$ cat config.mk
export PLATFORM = sky130hd
export DESIGN_NAME = fetch_unit_flat
export DESIGN_NICKNAME = d
export VERILOG_FILES = /design/src/rtl/fetch_unit_if.sv /design/src/rtl/fetch_unit.sv /design/src/flat_wrapper.sv
export SDC_FILE = /design/constraint.sdc
export NUM_CORES = 1
export LEC_CHECK = 0
export ABC_AREA = 1
export BUFFER_PORTS_ARGS = -buffer_cell sky130_fd_sc_hd__buf_4
export CORE_MARGIN = 2
export CORE_UTILIZATION = 46
export CTS_CLUSTER_DIAMETER = 80
export CTS_CLUSTER_SIZE = 14
export DETAILED_ROUTE_END_ITERATION = 8
export PLACE_DENSITY = 0.68
export SYNTH_ARGS = -nofsm -noshare
export SYNTH_HDL_FRONTEND = slang
export SYNTH_SLANG_ARGS = --single-unit
$ cat constraint.sdc
create_clock -name clk -period 6.9 [get_ports clk]
set_input_delay 1.38 -clock clk [delete_from_list [all_inputs] [get_ports clk]]
set_output_delay 1.38 -clock clk [all_outputs]
set_load 0.05 [all_outputs]
$ cat src/rtl/fetch_unit_if.sv
// fetch_unit_if: instruction-memory request/response channels and the decode-side instruction channel.
// master = fetch unit, slave = memory plus the consuming control stage.
interface fetch_unit_if;
    logic        imem_req_valid;
    logic        imem_req_ready;
    logic [31:0] imem_req_addr;
    logic        imem_rsp_valid;
    logic [31:0] imem_rsp_data;
    logic        inst_valid;
    logic        inst_ready;
    logic [31:0] inst_data;
    logic [31:0] inst_pc;
    logic [31:0] inst_pc_plus4;

    modport master (
        output imem_req_valid, imem_req_addr, inst_valid, inst_data, inst_pc, inst_pc_plus4,
        input  imem_req_ready, imem_rsp_valid, imem_rsp_data, inst_ready
    );

    modport slave (
        input  imem_req_valid, imem_req_addr, inst_valid, inst_data, inst_pc, inst_pc_plus4,
        output imem_req_ready, imem_rsp_valid, imem_rsp_data, inst_ready
    );
endinterface

$ cat src/rtl/fetch_unit.sv
// fetch_unit: fetch PC owner issuing word requests to a variable-latency memory, buffering
// up to DEPTH returned words with their PCs for the control stage; flushes on redirect.
module fetch_unit #(
    parameter logic [31:0] RESET_PC = 32'h0000_0000,
    parameter int          DEPTH    = 2
) (
    input  logic        clk,
    input  logic        reset,
    input  logic        fetch_en,
    input  logic        redirect_valid,
    input  logic [31:0] redirect_pc,
    output logic        misaligned,
    fetch_unit_if.master bus
);
    localparam int AW = $clog2(DEPTH);
    localparam int CW = $clog2(DEPTH + 1);

    typedef enum logic [1:0] {BOOT, RUN, HOLD} state_t;

    state_t         state_q;
    logic [31:0]    fpc_q;
    logic [CW-1:0]  cnt_q, out_q, drop_q;
    logic [CW-1:0]  cnt_d, out_d, drop_d;
    logic [AW-1:0]  rd_q, wr_q, trd_q, twr_q;
    logic           misaligned_q;
    logic [31:0]    data_q [DEPTH];
    logic [31:0]    pc_q   [DEPTH];
    logic [31:0]    tag_q  [DEPTH];
    logic           redir, rsp, push, pop, req_fire, credit;

    // Stale in-flight requests keep holding credit until their responses drain.
    always_comb begin
        redir    = redirect_valid & (state_q != BOOT);
        rsp      = bus.imem_rsp_valid;
        credit   = ({1'b0, cnt_q} + {1'b0, out_q}) < (CW + 1)'(DEPTH);
        req_fire = bus.imem_req_valid & bus.imem_req_ready;
        pop      = bus.inst_valid & bus.inst_ready;
        push     = rsp & !redir & (drop_q == '0);
        out_d    = out_q + CW'(req_fire) - CW'(rsp);
        drop_d   = redir ? out_q - CW'(rsp) : drop_q - CW'(rsp && drop_q != '0);
        cnt_d    = redir ? '0 : cnt_q + CW'(push) - CW'(pop);
    end

    assign bus.imem_req_valid = (state_q == RUN) & !redirect_valid & credit;
    assign bus.imem_req_addr  = fpc_q;
    assign bus.inst_valid     = (cnt_q != '0) & !redirect_valid;
    assign bus.inst_data      = (cnt_q != '0) ? data_q[rd_q] : '0;
    assign bus.inst_pc        = (cnt_q != '0) ? pc_q[rd_q] : '0;
    assign bus.inst_pc_plus4  = (cnt_q != '0) ? pc_q[rd_q] + 32'd4 : '0;
    assign misaligned         = misaligned_q;

    always_ff @(posedge clk or negedge reset) begin
        if (!reset) begin
            state_q      <= BOOT;
            fpc_q        <= RESET_PC;
            cnt_q        <= '0;
            out_q        <= '0;
            drop_q       <= '0;
            rd_q         <= '0;
            wr_q         <= '0;
            trd_q        <= '0;
            twr_q        <= '0;
            misaligned_q <= 1'b0;
        end else begin
            state_q      <= (state_q == BOOT || fetch_en) ? RUN : HOLD;
            fpc_q        <= redir ? {redirect_pc[31:2], 2'b00} : req_fire ? fpc_q + 32'd4 : fpc_q;
            misaligned_q <= redir & (redirect_pc[1:0] != 2'b00);
            cnt_q        <= cnt_d;
            out_q        <= out_d;
            drop_q       <= drop_d;
            rd_q         <= redir ? '0 : rd_q + AW'(pop);
            wr_q         <= redir ? '0 : wr_q + AW'(push);
            trd_q        <= trd_q + AW'(rsp);
            twr_q        <= twr_q + AW'(req_fire);
        end
    end

    // PC tags follow requests in order, so stale tags are consumed by their dropped responses.
    always_ff @(posedge clk) begin
        if (req_fire) tag_q[twr_q] <= fpc_q;
        if (push) begin
            data_q[wr_q] <= bus.imem_rsp_data;
            pc_q[wr_q]   <= tag_q[trd_q];
        end
    end
endmodule

$ cat src/flat_wrapper.sv
// flat-port wrapper written by rule: the top's interface ports become plain ports
module fetch_unit_flat 
#(
    parameter logic [31:0] RESET_PC = 32'h0000_0000,
    parameter int          DEPTH    = 2
)
  (clk, reset, fetch_en, redirect_valid, redirect_pc, misaligned, bus_imem_req_valid, bus_imem_req_addr, bus_inst_valid, bus_inst_data, bus_inst_pc, bus_inst_pc_plus4, bus_imem_req_ready, bus_imem_rsp_valid, bus_imem_rsp_data, bus_inst_ready);
  fetch_unit_if bus_i ();
  input  logic clk;
  input  logic reset;
  input  logic fetch_en;
  input  logic redirect_valid;
  input  logic [31:0] redirect_pc;
  output logic misaligned;
  output wire logic [$bits(bus_i.imem_req_valid)-1:0] bus_imem_req_valid;
  output wire logic [$bits(bus_i.imem_req_addr)-1:0] bus_imem_req_addr;
  output wire logic [$bits(bus_i.inst_valid)-1:0] bus_inst_valid;
  output wire logic [$bits(bus_i.inst_data)-1:0] bus_inst_data;
  output wire logic [$bits(bus_i.inst_pc)-1:0] bus_inst_pc;
  output wire logic [$bits(bus_i.inst_pc_plus4)-1:0] bus_inst_pc_plus4;
  input wire logic [$bits(bus_i.imem_req_ready)-1:0] bus_imem_req_ready;
  input wire logic [$bits(bus_i.imem_rsp_valid)-1:0] bus_imem_rsp_valid;
  input wire logic [$bits(bus_i.imem_rsp_data)-1:0] bus_imem_rsp_data;
  input wire logic [$bits(bus_i.inst_ready)-1:0] bus_inst_ready;
  assign bus_imem_req_valid = bus_i.imem_req_valid;
  assign bus_imem_req_addr = bus_i.imem_req_addr;
  assign bus_inst_valid = bus_i.inst_valid;
  assign bus_inst_data = bus_i.inst_data;
  assign bus_inst_pc = bus_i.inst_pc;
  assign bus_inst_pc_plus4 = bus_i.inst_pc_plus4;
  assign bus_i.imem_req_ready = bus_imem_req_ready;
  assign bus_i.imem_rsp_valid = bus_imem_rsp_valid;
  assign bus_i.imem_rsp_data = bus_imem_rsp_data;
  assign bus_i.inst_ready = bus_inst_ready;
  fetch_unit #(.RESET_PC(RESET_PC), .DEPTH(DEPTH)) u_core (.clk(clk), .reset(reset), .fetch_en(fetch_en), .redirect_valid(redirect_valid), .redirect_pc(redirect_pc), .misaligned(misaligned), .bus(bus_i));
endmodule
After elaboration in Yosys (flattened, before gate mapping)
Memory sizes are Yosys's and may differ from the RTL's.
Index checks and enable logic that the tools add are counted.
{"block": "classes", "add_sub_neg": 13, "multipliers": 0, "n_div": 0, "order_cmp": 1, "n_eq_ne": 1, "shift": 0, "mux": 14, "bitwise": 9, "n_reduce_logical": 11}
{"cell": "2-to-1 mux 32 bit", "n": 5}
{"cell": "adder 32 x 3 -> 32 bit, second input constant", "n": 2}
{"cell": "nonzero test 2 bit", "n": 5}
{"cell": "AND 1 bit", "n": 9}
{"cell": "subtractor 2 x 1 -> 2 bit", "n": 4}
{"cell": "2-to-1 mux 1 bit", "n": 6}
{"cell": "2-to-1 mux 2 bit", "n": 3}
{"cell": "adder 1 bit", "n": 4}
{"cell": "adder 2 x 1 -> 2 bit", "n": 2}
{"cell": "logical NOT 2 bit", "n": 2}
{"cell": "adder 2 x 2 -> 3 bit", "n": 1}
{"cell": "< comparator 3 x 2 -> 1 bit, second input constant", "n": 1}
{"cell": "== test 2 x 1 -> 1 bit, second input constant", "n": 1}
{"cell": "logical NOT 1 bit", "n": 2}
{"cell": "logical AND 1 bit", "n": 1}
{"cell": "logical OR 1 bit", "n": 1}
{"block": "totals", "ff_bits": 45, "latch_bits": 0, "ram_bits": 192, "romBits": 0, "inputBits": 71, "out_inout_bits": 131, "elab_cells": 62, "n_memories": 3}
{"memory": "u_core.data_q", "words": 2, "word_bits": 32, "read_ports": 1, "rd_ports_with_merged_regs": 0, "write_ports": 1, "line": "fetch_unit.sv:26", "text": "logic [31:0] data_q [DEPTH];"}
{"memory": "u_core.pc_q", "words": 2, "word_bits": 32, "read_ports": 1, "rd_ports_with_merged_regs": 0, "write_ports": 1, "line": "fetch_unit.sv:27", "text": "logic [31:0] pc_q [DEPTH];"}
{"memory": "u_core.tag_q", "words": 2, "word_bits": 32, "read_ports": 1, "rd_ports_with_merged_regs": 0, "write_ports": 1, "line": "fetch_unit.sv:28", "text": "logic [31:0] tag_q [DEPTH];"}

Depth between registers and ports, before layout
Gate-level depths: netlist (run 1).
{"block": "depth", "depth_word": 8, "depth_mapped": 14, "ltp_nobuf": 13}

Worst setup path before layout (run 1)
Ideal clock, no wire load.
{"block": "synth_path", "path_kind": "input to register", "from": "input port redirect_valid", "to": "memory u_core.data_q[1][0] (enable)", "setup_ps": 427, "arrival_ps": 3940, "required_time_ps": 6473, "path_slack_ps": 2533, "stages": 6, "path_buffers": 2, "path_cell_list": "o21ai_1 > inv_1 > clkbuf_1 > clkbuf_1 > nor4_1 > ha_1"}
{"block": "synth_via", "elab_chain_cells": 6}
{"element": "start: declaration", "line": "flat_wrapper.sv:12", "text": "input logic redirect_valid;"}
{"element": "AND 1 bit", "line": "fetch_unit.sv:33", "text": "redir = redirect_valid & (state_q != BOOT);"}
{"element": "logical NOT 1 bit", "line": "fetch_unit.sv:38", "text": "push = rsp & !redir & (drop_q == '0);"}
{"element": "AND 1 bit (2 in a row)", "line": "fetch_unit.sv:38"}
{"element": "2-to-1 mux 1 bit", "line": "fetch_unit.sv:81", "text": "if (push) begin"}
{"element": "2-to-1 mux 1 bit (not written as such)", "line": "fetch_unit.sv:82", "text": "data_q[wr_q] <= bus.imem_rsp_data;"}
{"element": "end: declaration", "line": "fetch_unit.sv:26"}
Every way passes these cells.

Worst setup path in the final report (run 1)
{"block": "layout_path", "from": "register u_core.rd_q", "to": "output port bus_inst_pc_plus4[18]"}
{"block": "layout_via", "elab_chain_cells": 3}
{"element": "start: declaration", "line": "fetch_unit.sv:24", "text": "logic [AW-1:0] rd_q, wr_q, trd_q, twr_q;"}
{"element": "start signal: assignment", "line": "fetch_unit.sv:71", "text": "rd_q <= redir ? '0 : rd_q + AW'(pop);"}
{"element": "memory read (2 x 32 bit)"}
{"element": "adder 32 x 3 -> 32 bit", "line": "fetch_unit.sv:49", "text": "assign bus.inst_pc_plus4 = (cnt_q != '0) ? pc_q[rd_q] + 32'd4 : '0;"}
{"element": "2-to-1 mux 32 bit", "line": "fetch_unit.sv:49"}
{"element": "end: declaration", "line": "flat_wrapper.sv:20", "text": "output wire logic [$bits(bus_i.inst_pc_plus4)-1:0] bus_inst_pc_plus4;"}
Every way passes these cells.

==> results of run 1 <==
[metal layers]
layer	vias to the layer above	wire, µm
met3	28	1650
li1	4099	-
met1	3729	11300
met2	236	11300
met5	-	0
met4	0	411
[critical path: cells and delay by family (launching register included)]
family / cells / cell delay (ns)
flops: 1 / 0.86
fa+ha+maj: 1 / 0.16
simple gates: 6 / 0.68
compound gates: 2 / 0.34
buf+inv: 4 / 0.81
[layout by cell type, fill, tap and decap left out, drive strengths merged]
cell	Yosys	layout
nand2	345	345
buf	29	204
edfxtp	184	184
nor2	153	153
inv	109	110
a21oi	53	53
o21ai	50	50
nand3	45	45
dfrtp	43	43
clkbuf	16	34
mux2	30	30
nor3	18	18
nand4	13	13
ha	11	11
xor2	10	10
conb	1	6
a211oi	5	5
o211ai	3	3
xnor2	3	3
o22ai	3	3
or2	2	2
and2	2	2
a31oi	2	2
clkinv	1	2
and3	1	1
nor4	1	1
fa	1	1
[area by class of cell]
| cell class | instances | share of cell area (%) |
|---|---|---|
| Sequential cell | 227 | 49.7 |
| Multi-Input combinational cell | 757 | 28.1 |
| Timing Repair Buffer | 204 | 11.5 |
| Tap cell | 319 | 3.01 |
| Clock buffer | 34 | 4.33 |
| Inverter | 110 | 3.15 |
| Clock inverter | 2 | 0.104 |
[power breakdown]
part           switching [W]  internal (W)
logic                0.00216      0.000812
registers           0.000192       0.00174
clock network       0.000458      0.000568
total                0.00281       0.00312
[cells in the mapped netlist (all sizes together), types with 2 or more instances]
cell | instances | area (µm²)
edfxtp | 184 | 5530
dfrtp | 43 | 1080
a31oi | 2 | 12.5
ha | 11 | 138
nor3 | 18 | 90.1
and2 | 2 | 12.5
o211ai | 3 | 22.5
nand3 | 45 | 248
or2 | 2 | 12.5
a211oi | 5 | 37.5
mux2 | 30 | 338
a21oi | 53 | 265
nand4 | 13 | 81.3
o21ai | 50 | 258
xor2 | 10 | 87.6
buf | 29 | 199
inv | 109 | 414
xnor2 | 3 | 26.3
nand2 | 345 | 1350
o22ai | 3 | 18.8
clkbuf | 16 | 60.1
nor2 | 153 | 663
[sequential cells by signal (all words and copies together), names as in the netlist]
name / cells
u_core.twr_q: 1
u_core.bus.imem_req_addr: 30
u_core.misaligned: 1
u_core.pc_q: 60
u_core.rd_q: 1
u_core.out_q: 2
u_core.trd_q: 1
u_core.drop_q: 2
u_core.data_q: 64
u_core.state_q: 2
u_core.wr_q: 1
u_core.cnt_q: 2
u_core.tag_q: 60
[cells by family (layout without fill, tap and decap cells)]
logic type | Yosys count | count (layout) | synth area share [%]
XOR/XNOR | 13 | 13 | 1.04
AO/OA/AOI/OAI | 116 | 116 | 5.60
AND/OR/NAND/NOR | 580 | 580 | 22.5
multiplexers | 30 | 30 | 3.08
buffers and inverters | 155 | 350 | 6.17
other | 1 | 6 | 0.0342
adder cells (fa/ha/maj) | 12 | 12 | 1.44
flip-flops | 227 | 227 | 60.1
[through the flow]
step	util [%]	hold WS, ns
2_1_floorplan	-	0.522
3_3_place_gp	54.1	0.542
3_5_place_dp	54.1	0.548
4_1_cts	56.6	0.569
5_1_grt	56.6	0.586
6_report	56.6	0.564
[worst max path at each step]
| stage | startpoint | to | depth (start not counted) |
|---|---|---|---|
| CTS | u_core.rd_q$_DFF_PN0_ | bus_inst_pc_plus4[18] | 13 |
| detailed placement | redirect_valid | u_core.data_q[1][11]$_DFFE_PP_ | 7 |
| finish | u_core.rd_q$_DFF_PN0_ | bus_inst_pc_plus4[18] | 13 |
| floorplan | redirect_valid | u_core.data_q[1][0]$_DFFE_PP_ | 6 |
| global route | u_core.rd_q$_DFF_PN0_ | bus_inst_pc_plus4[18] | 13 |
| global placement | redirect_valid | u_core.data_q[1][26]$_DFFE_PP_ | 7 |
==> summary.md, run 1 <==
| Metric | Value |
|---|---|
| Status | finished clean |
| Cell depth of the worst hold path | 1 |
| Die X | about 160 µm |
| Count of buffers inserted at the top-level ports | around 200 |
| Core area | around 23000 µm² |
| Synth cell types | 42 |
| Total leakage power | roughly 5.7 nW |
| Area delta synth->final | 21.0% |
| I/O pins | between 200 and 250 |
| Critical path cell sequence | buf_4, o21ai_0, inv_1, ha_1, nand2_1, nor2_4, nand2_2, nor2_8, nand2_1, o21ai_1, nand2_1, inv_1, buf_4 |
| Fmax | ~210 MHz |
| Met3 layer usage reported by global route | 3.08% |
| CP max stage delay | 0.86 ns |
| CTS HTree Levels | 1 |
| Cells after synthesis | approximately 1100 |
| Clock root buffer | sky130_fd_sc_hd__clkbuf_16 |
| Class of the tightest hold or removal check | reg -> reg |
| Final Hold Vio Count | 0 |
| Pin count of the biggest net entering global routing | 73 |
| Vertical die dimension | 158 µm |
| Met2 track demand over resource | about 31% |
| Antenna violations before repair | 0 |
| Clock tree from TritonCTS | yes |
| First drt pass iteration count | 5 |
| Sum of negative setup slack | 0 ns |
| Initial Util | about 47% |
| Dpl ws | around 2.6 ns |
| Endpoint with the worst hold slack | u_core.pc_q[1][21]$_DFFE_PP_ |
| Syn Std Cell Area | 11000 µm² |
| Worst reg2reg endpoint | u_core.bus.imem_req_addr[16]$_DFFE_PN0P_ |
| Number of placed cells counting well taps | about 1600 |
| Layout cells sized above 1 | a little under a quarter |
| Met1 track demand over resource in global routing | 28.6% |
| Max FO, Critical Path | 39 |
| Average footprint of a synthesized cell | between 9 and 10 µm² |
| Via count of the first global-routing pass | 7528 |
| Synthesis Warnings | 0 |
| Footprint of the flip-flops and latches | approximately 6600 µm² |
| Worst hold path startpoint | u_core.tag_q[1][21]$_DFFE_PP_ |
| WS Path Type | reg -> out |
| Worst reg-to-reg setup slack | between 3 and 4 ns |
| Clk buf depth | 3 |
| PwrDens | ~450 nW/µm² |
| Setup repair after global routing missed its margin | no |
| Global-route wire length before repair | between 30000 and 40000 µm |
| Worst vdd rail ir drop | roughly 220 µV |
| Hold buffer count at cts | 0 |
| Sequential cell area fraction in the yosys report | roughly three fifths |
| Non-filler cells, final | roughly 1700 |
| GP Congestion | around 0.91 |
| Final setup vio count | 0 |
| Placed Instance Area | between 10000 and 15000 µm² |
| Worst max-slew margin expressed relative to the limit | 35.9% |
| Required arrival time at the worst endpoint | approximately 5.5 ns |
| Sum of net half-perimeters after detailed placement | roughly 17000 µm |
| Post-synth EDFFs | 184 |
| Antenna fix cells | 0 |
| Total detailed-routing wirelength | 24700 µm |
| Worst-Margin Slew | roughly 0.96 ns |
| Maximum clock skew at final layout | 0.0119 ns |
| Multi-input combinational cell area | 3740 µm² |
| Filler cell count in the final layout | ~2000 |
| R2R cell count | 11 |
| Period utilization | around 69% |
| Final worst setup slack | around 2.2 ns |
| Dominant synthesized flop cell | sky130_fd_sc_hd__edfxtp_1 |
| Total number of vias | 8092 |
| Final Max Slew Viols | 0 |
| Nets | ~1400 |
| Post-synthesis sequential element count | roughly 230 |
| Post-detailed-route count of antenna-violating nets | 0 |
| Number of placement rows | 56 |
| Maxcap violations | 0 |
| Gr ovfl total | 0 |
| Clock Latency Late Sink | around 0.5 ns |
| Launching element type of the critical path | flip-flop |
| Final total power | around 0.0059 W |
| Initial detailed-routing violation count | roughly 600 |
| WL per Instance | around 15 µm |
| Worst path slowest cell | sky130_fd_sc_hd__dfrtp_2 |
| Fin area | about 13000 µm² |
| Data arrival time of the critical path | roughly 3.4 ns |
| Post-CTS Setup Inserts | 0 |
| Routed vias/inst | slightly below 5 |
| CP most frequent cell | sky130_fd_sc_hd__nand2_1 |
| FF-to-FF Start | u_core.cnt_q[0]$_DFF_PN0_ |
| Number of clock buffers inserted by TritonCTS | 20 |
| Busiest layer in global routing | met2 |
| Total die area | around 25000 µm² |
| Clock-pin slew reported for the worst setup and hold paths after clock tree synthesis | about 0.060 ns |
| Worst setup EP type | output port |
| Post-synth ARST share | 18.9% |
| Remaining design rule violation count | 0 |
| Clock period minus final worst setup slack | between 4 and 5 ns |
| Number of clock sinks | ~230 |
| GRT Resource Usage Total | 19.5% |
| Post-cts gate resize count | 0 |
(Power assumes the default switching activity.)
==> run 2, diff against run 1 <==
--- a/config.mk
+++ b/config.mk
@@ -12,7 +12,7 @@
 export CTS_CLUSTER_DIAMETER = 80
 export CTS_CLUSTER_SIZE = 14
 export DETAILED_ROUTE_END_ITERATION = 8
-export PLACE_DENSITY = 0.68
+export PLACE_DENSITY = 0.71
 export SYNTH_ARGS = -nofsm -noshare
 export SYNTH_HDL_FRONTEND = slang
 export SYNTH_SLANG_ARGS = --single-unit
==> constraint.sdc (replaced) <==
create_clock -name clk -period 3.9 [get_ports clk]
set_input_delay 0.78 -clock clk [delete_from_list [all_inputs] [get_ports clk]]
set_output_delay 0.78 -clock clk [all_outputs]
set_load 0.05 [all_outputs]
==> summary.md, run 2 (same netlist as run 1, synthesis figures left out) <==
| Metric | Value |
|---|---|
| Worst setup EP type | output port |
| I/O pins | 202 (unchanged) |
| Cell internal power dissipation | 0.00555 W (+78%) |
| Maxcap violations | 0 (unchanged) |
| Number of clock sinks | 227 (unchanged) |
| Sum of net half-perimeters after detailed placement | 17200 µm (-0.85%) |
| WL per Instance | 14.8 µm (-0.97%) |
| Count of buffers inserted at the top-level ports | 195 (unchanged) |
| Clk buf depth | 3 (unchanged) |
| Launching element type of the critical path | flip-flop |
| Clock tree from TritonCTS | yes |
| Total die area | 25100 µm² (unchanged) |
| Worst vdd rail ir drop | 479 µV (+120%) |
| Maximum clock skew at final layout | 0.0145 ns (+0.00264 ns) |
| Sequential group share of total power | 32.3% (-0.2 points) |
| Setup repair after global routing missed its margin | no |
| GRT Resource Usage Total | 19.2% (-0.31 points) |
| Final Max Slew Viols | 0 (unchanged) |
| Worst reg-to-reg setup slack | 1.02 ns (-2.47 ns) |
| Fmax | between 200 and 300 MHz |
| PwrDens | 787 nW/µm² (+76%) |
| WS Path Type | reg -> out |
| Post-detailed-route count of antenna-violating nets | 0 (unchanged) |
| Max FO, Critical Path | 67 (+72%) |
| Largest register FFs | 64 (unchanged) |
| Area delta synth->final | 21.5% |
| Register name with the most flops | u_core.data_q |
| CTS HTree Levels | 1 (unchanged) |
| Combinational power share | 50.6% (+0.4 points) |
| CP Launch Point | u_core.rd_q$_DFF_PN0_ |
| P_sw | 0.00494 W (+76%) |
| Routed vias/inst | 4.98 (+1.8%) |
| Final setup vio count | 0 (unchanged) |
| Global-route wire length before repair | 38300 µm (-1.5%) |
| Total leakage power | 5.69 nW (+0.36%) |
| Antenna fix cells | 0 (unchanged) |
| Clock Latency Late Sink | 0.48 ns (about the same) |
| Commonest cells after routing, fill and taps aside | 327 x sky130_fd_sc_hd__nand2_1, 202 x sky130_fd_sc_hd__buf_4, 184 x sky130_fd_sc_hd__edfxtp_1, 139 x sky130_fd_sc_hd__nor2_1, 107 x sky130_fd_sc_hd__inv_1 |
| Required arrival time at the worst endpoint | 3.12 ns (-2.40 ns) |
| Clock root buffer | sky130_fd_sc_hd__clkbuf_16 |
| Number of clock buffers inserted by TritonCTS | 20 (unchanged) |
| Die X | 158 µm (unchanged) |
| Number of placement rows | 56 (unchanged) |
| Data arrival time of the critical path | 2.87 ns (-0.50 ns) |
| Initial detailed-routing violation count | 625 (+2.1%) |
| Gr ovfl total | 0 (unchanged) |
| First drt pass iteration count | 5 (unchanged) |
| Clock-pin slew reported for the worst setup and hold paths after clock tree synthesis | 0.06 ns (about the same) |
| Class of the tightest hold or removal check | in -> async |
| Final Hold Vio Count | 0 (unchanged) |
| Vertical die dimension | 158 µm (unchanged) |
| Status | finished clean |
| FF-to-FF Start | u_core.cnt_q[0]$_DFF_PN0_ |
| Via count of the first global-routing pass | 7695 (+2.2%) |
| Pin count of the biggest net entering global routing | 73 (unchanged) |
| Nets | 1405 (+0.14%) |
| Biggest registers after layout | u_core.data_q: 64 flops, u_core.pc_q: 60 flops, u_core.tag_q: 60 flops |
| Fin area | 13300 µm² (+0.43%) |
| Period utilization | a little over 90% |
| GP Congestion | 0.954 (+5.3%) |
| Net Sw Frac | 47.1% (-0.31 points) |
| Non-filler cells, final | 1655 (+0.12%) |
| Core area | 23500 µm² (unchanged) |
| Sum of negative setup slack | 0 ns (unchanged) |
| Initial Util | 46.8% (unchanged) |
| Layout cells sized above 1 | 22.7% (+0.041 points) |
| Total number of vias | 8245 (+1.9%) |
| Number of placed cells counting well taps | 1619 (+0.12%) |
| Worst-Margin Slew | 0.912 ns (-0.0484 ns) |
| Leading cell type in the layout, fill and taps excluded | sky130_fd_sc_hd__nand2_1 |
| Hold Slack | 0.299 ns (-0.265 ns) |
| Total detailed-routing wirelength | 24500 µm (-0.85%) |
| Placed Instance Area | 12700 µm² (+0.41%) |
| Worst max-slew margin expressed relative to the limit | 39.1% (+3.2 points) |
| Clock period minus final worst setup slack | ~3.6 ns |
| Fraction of power consumed by the clock network | 17.1% (-0.2 points) |
| Remaining design rule violation count | 0 (unchanged) |
| Antenna violations before repair | 0 (unchanged) |
-- run 2: cell types whose count changed in the layout (fill, tap and decap cells not counted), sizes merged --
cell	previous run	this run
clkbuf	34	35
buf	204	206
clkinv	2	1
-- run 2: path summary, 6_finish.rpt --
kind / depth (start not counted) / endpoint
min in group clk: 2 / u_core.state_q[1]$_DFF_PN0_
setup reg to reg: 8 / u_core.tag_q[0][22]$_DFFE_PP_
hold reg to reg: 1 / u_core.trd_q$_DFF_PN0_
setup / recovery: 11 / bus_inst_pc_plus4[20]
max in group asynchronous: 1 / u_core.rd_q$_DFF_PN0_
hold / removal: 1 / u_core.misaligned$_DFF_PN0_
-- run 2: stage by stage --
stage               power (W)  setup WS [ns]  util, %
finish                 0.0105          0.254     56.8
global route           0.0111       0.000173     56.8
CTS                    0.0106          0.205     56.8
detailed placement    0.00876          0.733     54.3
global placement      0.00870          0.792     54.3
floorplan             0.00720          0.133        -
-- run 2: power groups by stage --
stage                     clock, W  sequential (W)  combinational (W)
after floorplan                  0         0.00367            0.00353
after global placement           0         0.00342            0.00529
after detailed placement         0         0.00343            0.00533
after CTS                  0.00185         0.00338            0.00535
after global routing       0.00195         0.00343            0.00569
final                      0.00180         0.00339            0.00531
-- run 2: repair_timing --
| item | in CTS | in global routing |
|---|---|---|
| hold buffers | 0 | 0 |
| resized for setup | 0 | 1 |
| endpoints found under the setup margin | 0 | 3 |
| endpoints found under the hold margin | 0 | 0 |
| setup buffers | 0 | 0 |
-- run 2: layout make-up --
type                            count  area [µm²]
Multi-Input combinational cell    757        3740
Clock inverter                      1        11.3
Clock buffer                       35         578
Fill cell                        2026       10100
Timing Repair Buffer              206        1590
Tap cell                          319         399
Sequential cell                   227        6600
Inverter                          110         418
-- run 2: metal layers --
metal,routed length [µm],global-route usage (%),vias to the layer above,part of all wire (%)
met1,11100,27.7,3797,45
met4,741,6.69,0,3.0
met3,1550,2.83,51,6.3
li1,-,-,4107,-
met2,11100,30.1,290,45
met5,0,0,-,0
-- run 2: critical path, stage by stage (launching register included) --
cell and delay (ns):
sky130_fd_sc_hd__dfrtp_2 0.48, sky130_fd_sc_hd__inv_6 0.40, sky130_fd_sc_hd__nand2_1 0.13, sky130_fd_sc_hd__nand2_1 0.12, sky130_fd_sc_hd__ha_1 0.16, sky130_fd_sc_hd__nand2_1 0.10
sky130_fd_sc_hd__nor2_4 0.16, sky130_fd_sc_hd__nand3_2 0.14, sky130_fd_sc_hd__nor2_4 0.16, sky130_fd_sc_hd__nor2_1 0.06, sky130_fd_sc_hd__a21oi_1 0.21, sky130_fd_sc_hd__buf_4 0.24
==> run 3, diff against run 2 <==
--- a/config.mk
+++ b/config.mk
@@ -12,7 +12,7 @@
 export CTS_CLUSTER_DIAMETER = 80
 export CTS_CLUSTER_SIZE = 14
 export DETAILED_ROUTE_END_ITERATION = 8
-export PLACE_DENSITY = 0.71
+export PLACE_DENSITY = 0.68
 export SYNTH_ARGS = -nofsm -noshare
 export SYNTH_HDL_FRONTEND = slang
 export SYNTH_SLANG_ARGS = --single-unit
==> constraint.sdc (replaced) <==
create_clock -name clk -period 4.4 [get_ports clk]
set_input_delay 0.88 -clock clk [delete_from_list [all_inputs] [get_ports clk]]
set_output_delay 0.88 -clock clk [all_outputs]
set_load 0.05 [all_outputs]
==> summary.md, run 3 (same netlist as run 1, synthesis figures left out) <==
| Metric | Value |
|---|---|
| Status | finished clean |
| Setup repair after global routing missed its margin | no |
| Core area | 23500 µm² (unchanged) |
| GRT Resource Usage Total | 20.0% (+0.72 points) |
| Total detailed-routing wirelength | 25300 µm (+3.5%) |
| Sum of negative setup slack | 0 ns (unchanged) |
| Via count of the first global-routing pass | 7618 (-1.0%) |
| Antenna violations before repair | 0 (unchanged) |
| Number of clock sinks | 227 (unchanged) |
| Nets | 1406 (+0.071%) |
| Remaining design rule violation count | 0 (unchanged) |
| Final worst setup slack | 0.603 ns (+0.349 ns) |
| Final setup vio count | 0 (unchanged) |
| Worst vdd rail ir drop | 339 µV (-29%) |
| Biggest registers after layout | u_core.data_q: 64 flops, u_core.pc_q: 60 flops, u_core.tag_q: 60 flops |
| Layout cells sized above 1 | 22.7% (+0.058 points) |
| Worst-Margin Slew | 0.710 ns (-0.202 ns) |
| Leading cell type in the layout, fill and taps excluded | sky130_fd_sc_hd__nand2_1 |
| Class of the tightest hold or removal check | in -> async |
| Worst setup EP type | output port |
| Launching element type of the critical path | flip-flop |
| Initial Util | 46.8% (unchanged) |
| Routed vias/inst | 4.93 (-1.1%) |
| Post-cts gate resize count | 0 (unchanged) |
| Filler cell count in the final layout | 2053 (+1.3%) |
| Total leakage power | 5.69 nW (about the same) |
| Count of buffers inserted at the top-level ports | 195 (unchanged) |
| Number of placement rows | 56 (unchanged) |
| Total die area | 25100 µm² (unchanged) |
| Final Max Slew Viols | 0 (unchanged) |
| Clock-pin slew reported for the worst setup and hold paths after clock tree synthesis | 0.06 ns (about the same) |
| Largest register FFs | 64 (unchanged) |
| PwrDens | 700 nW/µm² (-11%) |
| Maxcap violations | 0 (unchanged) |
| I/O pins | 202 (unchanged) |
| First drt pass iteration count | 5 (unchanged) |
| Final Hold Vio Count | 0 (unchanged) |
| WS Path Type | reg -> out |
| Dpl ws | 1.10 ns (+0.371 ns) |
| Clock tree from TritonCTS | yes |
| Fin area | 13300 µm² (about the same) |
| Hold buffer count at cts | 0 (unchanged) |
| Die X | 158 µm (unchanged) |
| Antenna fix cells | 0 (unchanged) |
| Post-detailed-route count of antenna-violating nets | 0 (unchanged) |
| Number of clock buffers inserted by TritonCTS | 20 (unchanged) |
| Clock root buffer | sky130_fd_sc_hd__clkbuf_16 |
| Gr ovfl total | 0 (unchanged) |
| Data arrival time of the critical path | 2.92 ns (+0.05 ns) |
| Post-CTS Setup Inserts | 0 (unchanged) |
| Register name with the most flops | u_core.data_q |
| Worst max-slew margin expressed relative to the limit | 52.2% (+13 points) |
| Period utilization | a little under nine tenths |
| Sum of net half-perimeters after detailed placement | 17800 µm (+3.4%) |
| Fmax | ~260 MHz |
| Commonest cells after routing, fill and taps aside | 327 x sky130_fd_sc_hd__nand2_1, 205 x sky130_fd_sc_hd__buf_4, 184 x sky130_fd_sc_hd__edfxtp_1, 139 x sky130_fd_sc_hd__nor2_1, 107 x sky130_fd_sc_hd__inv_1 |
| Area delta synth->final | 21.4% (about the same) |
| Clock Latency Late Sink | 0.49 ns (about the same) |
| Global-route wire length before repair | 39600 µm (+3.4%) |
| WL per Instance | 15.3 µm (+3.4%) |
| Clock period minus final worst setup slack | 3.80 ns |
| CTS HTree Levels | 1 (unchanged) |
| Clk buf depth | 3 (unchanged) |
| Pin count of the biggest net entering global routing | 68 (-6.8%) |
| Maximum clock skew at final layout | 0.0132 ns (-0.00129 ns) |
| Placed Instance Area | 12700 µm² (about the same) |
| Initial detailed-routing violation count | 655 (+4.8%) |
| Max FO, Critical Path | 58 (-13%) |
| Required arrival time at the worst endpoint | 3.52 ns (+0.40 ns) |
| GP Congestion | 0.866 (-9.3%) |
| Total number of vias | 8158 (-1.1%) |
| Vertical die dimension | 158 µm (unchanged) |
==> run 3: cell types whose count changed in the layout (fill, tap and decap cells not counted), sizes merged <==
cell / previous run / this run
buf: 206 / 207
==> run 3: cell type report <==
class / count / area, µm² / share of cell area (%)
Clock buffer: 35 / 578 / 4.34
Clock inverter: 1 / 11.3 / 0.0845
Inverter: 110 / 418 / 3.14
Multi-Input combinational cell: 757 / 3740 / 28.0
Sequential cell: 227 / 6600 / 49.5
Tap cell: 319 / 399 / 3.00
Timing Repair Buffer: 207 / 1580 / 11.8
==> run 3: critical path, stage by stage (launching register included) <==
cell	delay (ns)
sky130_fd_sc_hd__dfrtp_2	0.57
sky130_fd_sc_hd__buf_4	0.54
sky130_fd_sc_hd__nand2_1	0.18
sky130_fd_sc_hd__nand2_4	0.14
sky130_fd_sc_hd__nand2_4	0.07
sky130_fd_sc_hd__nor2_4	0.14
sky130_fd_sc_hd__nand2_2	0.11
sky130_fd_sc_hd__nor2_8	0.16
sky130_fd_sc_hd__nand2_1	0.09
sky130_fd_sc_hd__o21ai_1	0.17
sky130_fd_sc_hd__buf_4	0.23
==> run 3: where the power goes <==
group,switching (W),internal [W],total (W)
Sequential,0.000296,0.00272,0.00302
Combinational,0.00341,0.00128,0.00469
Clock,0.000717,0.000894,0.00161
==> run 3: routing by layer <==
layer  global-route usage [%]  wire [µm]
met5                        0          0
met1                     29.4      11700
met2                     32.0      11800
met3                     2.59       1390
met4                     4.08        420
==> run 3: per-stage QoR <==
step	total power (W)	utilization (%)	std cells	hold slack (ns)
floorplan	0.00639	-	1139	0.522
global placement	0.00771	54.3	1620	0.524
detailed placement	0.00776	54.3	1620	0.533
CTS	0.00938	56.8	1656	0.403
global route	0.00984	56.8	1656	0.426
finish	0.00932	56.8	1656	0.386
==> run 3: worst paths after layout <==
check | from | endpoint | slack (ns) | cells after the start
min reg2reg | u_core.trd_q$_DFF_PN0_ | u_core.trd_q$_DFF_PN0_ | 0.53 | 1
min | reset | u_core.misaligned$_DFF_PN0_ | 0.39 | 1
min in group clk | u_core.trd_q$_DFF_PN0_ | u_core.trd_q$_DFF_PN0_ | 0.53 | 1
max | u_core.rd_q$_DFF_PN0_ | bus_inst_pc_plus4[22] | 0.60 | 10
max reg2reg | u_core.cnt_q[0]$_DFF_PN0_ | u_core.tag_q[0][29]$_DFFE_PP_ | 1.54 | 8
max in group asynchronous | reset | u_core.rd_q$_DFF_PN0_ | 3.57 | 1
